--- src/rtl/serial_addsub.sv ---
// serial_addsub: digit-serial two's-complement adder/subtractor that
// processes DIGIT bits per cycle behind valid/ready handshakes.
//
// Parameters:
//   WIDTH     operand/result width in bits (default 8)
//   DIGIT     bits processed per RUN cycle; must divide WIDTH (default 2)
// Ports:
//   CLK        rising-edge clock
//   RESETN     asynchronous active-low reset
//   I0, I1     operands A and B, sampled on the accept edge
//   SUB        0 = A+B, 1 = A-B, sampled on the accept edge
//   IN_VALID   operands and SUB are valid
//   IN_READY   high only while idle (ready to accept)
//   O          result
//   COUT       carry out of the MSB (subtract: 1 = no borrow)
//   V          signed overflow
//   OUT_VALID  O/COUT/V valid, held until OUT_READY
//   OUT_READY  consumer takes the result
// Configuration:
//   SERIAL_ADDSUB_SAT_EN  when defined, O saturates on signed overflow
//                         (COUT and V keep their raw values).
module serial_addsub #(
    parameter int WIDTH = 8,
    parameter int DIGIT = 2
) (
    input  logic             CLK,
    input  logic             RESETN,
    input  logic [WIDTH-1:0] I0,
    input  logic [WIDTH-1:0] I1,
    input  logic             SUB,
    input  logic             IN_VALID,
    output logic             IN_READY,
    output logic [WIDTH-1:0] O,
    output logic             COUT,
    output logic             V,
    output logic             OUT_VALID,
    input  logic             OUT_READY
);

    localparam int NDIG = WIDTH / DIGIT;
    localparam int CW = (NDIG > 1) ? $clog2(NDIG) : 1;
    localparam int IW = (WIDTH > 1) ? $clog2(WIDTH) : 1;
    localparam logic [CW-1:0] LAST = CW'(NDIG - 1);

    typedef enum logic [1:0] {
        IDLE,
        RUN,
        DONE
    } state_t;

    state_t state;

    // B is stored already inverted for subtraction, so the datapath
    // is always a plain add with carry-in = latched SUB.
    logic [WIDTH-1:0] a_q;
    logic [WIDTH-1:0] b_q;
    logic [WIDTH-1:0] acc;
    logic             carry;
    logic [CW-1:0]    k;

    logic [IW-1:0]    base;
    logic [DIGIT-1:0] a_dig;
    logic [DIGIT-1:0] b_dig;
    logic [DIGIT-1:0] dsum;
    logic [DIGIT:0]   c;
    logic [WIDTH-1:0] res;
    logic [WIDTH-1:0] o_next;
    logic             v_next;

    // One digit of ripple addition per cycle.
    always_comb begin
        base  = IW'(int'(k) * DIGIT);
        a_dig = a_q[base +: DIGIT];
        b_dig = b_q[base +: DIGIT];
        dsum  = '0;
        c     = '0;
        c[0]  = carry;
        for (int i = 0; i < DIGIT; i++) begin
            dsum[i]  = a_dig[i] ^ b_dig[i] ^ c[i];
            c[i + 1] = (a_dig[i] & b_dig[i]) |
                       (c[i] & (a_dig[i] ^ b_dig[i]));
        end
        res = acc;
        res[base +: DIGIT] = dsum;
        // On the last digit, c[DIGIT-1] is the carry into the MSB.
        v_next = c[DIGIT - 1] ^ c[DIGIT];
    end

`ifdef SERIAL_ADDSUB_SAT_EN
    logic [WIDTH-1:0] sat_val;

    // Clamp toward the sign of A: positive overflow only happens
    // with A non-negative, negative overflow only with A negative.
    always_comb begin
        sat_val = a_q[WIDTH-1] ? {1'b1, {(WIDTH-1){1'b0}}}
                               : {1'b0, {(WIDTH-1){1'b1}}};
        o_next  = v_next ? sat_val : res;
    end
`else
    assign o_next = res;
`endif

    always_ff @(posedge CLK or negedge RESETN) begin
        if (!RESETN) begin
            state     <= IDLE;
            a_q       <= '0;
            b_q       <= '0;
            acc       <= '0;
            carry     <= 1'b0;
            k         <= '0;
            O         <= '0;
            COUT      <= 1'b0;
            V         <= 1'b0;
            OUT_VALID <= 1'b0;
            IN_READY  <= 1'b1;
        end else begin
            unique case (state)
                IDLE: begin
                    if (IN_VALID) begin
                        a_q      <= I0;
                        b_q      <= SUB ? ~I1 : I1;
                        carry    <= SUB;
                        k        <= '0;
                        IN_READY <= 1'b0;
                        state    <= RUN;
                    end
                end
                RUN: begin
                    acc   <= res;
                    carry <= c[DIGIT];
                    if (k == LAST) begin
                        k         <= '0;
                        O         <= o_next;
                        COUT      <= c[DIGIT];
                        V         <= v_next;
                        OUT_VALID <= 1'b1;
                        state     <= DONE;
                    end else begin
                        k <= k + CW'(1);
                    end
                end
                DONE: begin
                    if (OUT_READY) begin
                        OUT_VALID <= 1'b0;
                        IN_READY  <= 1'b1;
                        state     <= IDLE;
                    end
                end
                default: begin
                    OUT_VALID <= 1'b0;
                    IN_READY  <= 1'b1;
                    state     <= IDLE;
                end
            endcase
        end
    end

endmodule
--- config.mk ---
export PLATFORM = sky130hd
export DESIGN_NAME = serial_addsub
export DESIGN_NICKNAME = d
export VERILOG_FILES = /design/src/rtl/serial_addsub.sv
export SDC_FILE = /design/constraint.sdc
export NUM_CORES = 1
export LEC_CHECK = 0
export ABC_AREA = 1
export CAP_MARGIN = 20
export CORE_MARGIN = 10
export CORE_UTILIZATION = 55
export CTS_BUF_LIST = sky130_fd_sc_hd__clkbuf_8
export DETAILED_ROUTE_END_ITERATION = 8
export PLACE_DENSITY = 0.82
export SYNTH_ARGS = -nofsm -noshare
export SYNTH_HDL_FRONTEND = slang
export SYNTH_SLANG_ARGS = --single-unit
--- constraint.sdc ---
create_clock -name CLK -period 3.14 [get_ports CLK]
set_clock_uncertainty 0.1 [all_clocks]
set_input_delay 0.785 -clock CLK [delete_from_list [all_inputs] [get_ports CLK]]
set_output_delay 0.785 -clock CLK [all_outputs]
set_load 0.05 [all_outputs]
==> metrics.md <==
| Metric | Value |
|---|---|
| Cell count after synthesis | `between 200 and 250` |
| Core area | `roughly 3600 µm²` |
| YS warnings | `0` |
| Post-Syn Nets | `about 270` |
| Total GRT Usage | `0.140` |
| Clk slew on worst S/H paths | `approximately 0.08 ns` |
| Max_cap viols | `0` |
| Outcome | `completed` |
| Cts bufs inserted | `5` |
| Initial DRT Pass Iterations | `4` |
| Critical Path End Type | `flop` |
| Crit path launch type | `flop` |
| Detailed Route Iter0 Violations | `82` |
| Layout cells sized above 1 | `0.0789` |
| Seq/Total Area, Yosys | `0.498` |
| I/O pins | `33` |
| Slew headroom | `0.415` |
| Min-delay src | `O[0]` |
| Final min period | `2.59 ns` |
| Power Density | `roughly 1000 nW/µm²` |
| Number of buffers added on ports | `32` |
| Final ANT Viol Nets | `0` |
| DP Worst Slack | `around 0.58 ns` |
| Site Rows | `22` |
| Syn-to-layout area delta | `20.6%` |
| Vias in the first global route | `about 1700` |
| First-pass GRT wire length | `slightly above 7000 µm` |
| Worst slew pin tran | `just under 0.9 ns` |
| Initial antenna violation count | `0` |
| Most instantiated cells after synthesis | `100 x nand2_1, 40 x dfrtp_1, 19 x nor2_1` |
| DRC violations left | `0` |
| Fin nets | `roughly 310` |
| Endpoints failing setup | `0` |
| Lkg Pwr | `between 1 and 1.5 nW` |
| Worst EP required | `between 3 and 4 ns` |
| Die Area | `6600 µm²` |
| Post-CTS setup buffers | `0` |
| EDFF count, synth | `0` |
| Yosys reg bits | `41` |
| Synth Cell Area | `just over 2000 µm²` |
| VDD IR max | `roughly 510 µV` |
| Per-cell routed wire length | `12.5 µm` |
| CTS hold repair buffers | `0` |
| Top-area cell type share of the netlist area | `0.485` |
| Sink Count | `around 40` |
| Reg2reg start | `k[0]` |
| Htree depth | `2` |
| WL final | `4090 µm` |
| Flop2flop setup slack | `approximately 0.55 ns` |
| Sum Neg Setup Slack | `0 ns` |
| Clock Path Buffers | `2` |
| Crit-path max FO | `10` |
| Placer congestion estimate | `between 0.8 and 0.9` |
| Post-layout worst setup margin | `about 0.55 ns` |
| Critical path arrival | `2.73 ns` |
| Total number of vias | `about 1600` |
| Final hold violations | `0` |
| Crit share post-route | `0.826` |
| CTS resizes | `0` |
| Die Y | `a little over 80 µm` |
| CTS Root Cell | `clkbuf_8` |
| Antenna diodes | `0` |
| Worst-Skew Late Latency | `0.29 ns` |
| Largest net degree at the start of global routing | `42` |
| CTS tree | `done` |
| Fillers | `~320` |
| Area contributors post-synth | `dfrtp_1 49%, nand2_1 18%, o21ai_0 4.4%` |
| Final Max Tran Viols | `0` |
| Grt total ovfl | `0` |
| Critical path origin | `k[0]` |
| Die width | `between 80 and 90 µm` |
| Count leader, synth | `nand2_1` |
| Worst hold path type | `reg -> reg` |
| Via density | `between 4 and 5` |
| Post-synthesis cell type count | `22` |
| Kind of critical path | `reg -> reg` |
| Async set-or-reset flop fraction in the synthesized netlist | `1.00` |
| Initial Util | `0.567` |
| RSZ-0062 raised after global routing | `false` |
| Synthesized area per cell | `approximately 8.5 µm²` |
| Yosys top cell by area | `dfrtp_1` |
| Post-DP HPWL | `around 3000 µm` |
| F_max | `385 MHz` |
| Top_reg_cell synth | `dfrtp_1` |
==> sequential cells by signal, indices dropped and copies added (netlist names) <==
signal     cells
carry          1
O              8
a_q            8
k              2
V              1
acc            8
b_q            8
OUT_VALID      1
IN_READY       1
COUT           1
state          2
==> critical path, stage by stage, from the launching register on <==
cell and delay [ns]:
dfrtp_1 0.47, buf_4 0.21, o21ai_0 0.17, o22ai_1 0.12
fa_1 0.45, fa_1 0.55, nand3_1 0.12, o21bai_1 0.20
nand2_1 0.08, nand2_1 0.07
==> where the power goes <==
part           switching, W  internal [W]
Combinational      0.000858      0.000468
Clock              0.000177      0.000199
Sequential         0.000144      0.000745
Total               0.00118       0.00141
==> layer usage <==
| metal | share of wire | vias to the layer above | GRT usage |
|---|---|---|---|
| met5 | 0 | - | 0 |
| li1 | - | 830 | - |
| met4 | 0.017 | 0 | 0.0588 |
| met3 | 0.050 | 6 | 0.0419 |
| met2 | 0.48 | 32 | 0.236 |
| met1 | 0.46 | 753 | 0.162 |
==> logic make-up (layout without fill, tap and decap cells) <==
kind of cell | count (synthesis) | in the layout | share of synthesized area
adder cells (fa/ha/maj) | 8 | 8 | 0.0558
buffers and inverters | 24 | 59 | 0.0625
AO/OA/AOI/OAI | 32 | 32 | 0.0892
AND/OR/NAND/NOR | 130 | 130 | 0.256
XOR/XNOR | 9 | 9 | 0.0382
flip-flops | 41 | 41 | 0.498
==> area by class of cell <==
cell class | instances | area (µm²) | area share
sequential | 41 | 1030 | 0.413
timing repair buffer | 33 | 323 | 0.130
clock buffer | 7 | 96.3 | 0.0388
clock inverter | 1 | 5.00 | 0.00201
multi-input combinational | 179 | 906 | 0.364
tap | 48 | 60.1 | 0.0242
inverter | 18 | 68.8 | 0.0277
==> stage by stage <==
step | total power (W) | cell area, µm² | utilization | hold slack (ns) | instances
3_5_place_dp | 0.00223 | 2380 | 0.656 | 0.362 | 319
5_1_grt | 0.00281 | 2490 | 0.684 | 0.413 | 327
2_1_floorplan | 0.00188 | 2060 | - | 0.344 | 244
4_1_cts | 0.00261 | 2490 | 0.684 | 0.384 | 327
6_report | 0.00259 | 2490 | 0.684 | 0.381 | 327
3_3_place_gp | 0.00218 | 2380 | 0.656 | 0.361 | 319
==> final timing paths <==
kind                       endpoint  cells after the start
setup / recovery             acc[7]                      9
hold / removal                 O[0]                      2
setup reg to reg             acc[7]                      9
hold reg to reg                O[0]                      2
max in group asynchronous    acc[6]                      1
min in group asynchronous      k[1]                      1
==> cell usage in the layout, fill, tap and decap left out, types with 5 or more instances in the layout <==
cell type        instances
inv_1                   12
nor2_1                  19
o21bai_1                 6
clkbuf_8                 7
clkdlybuf4s50_1         31
xnor2_1                  9
nand3_1                  7
nand2_1                100
ha_1                     6
dfrtp_1                 40
o21ai_0                 18
inv_2                    5
No activity file was read; power rests on OpenSTA's default activity.
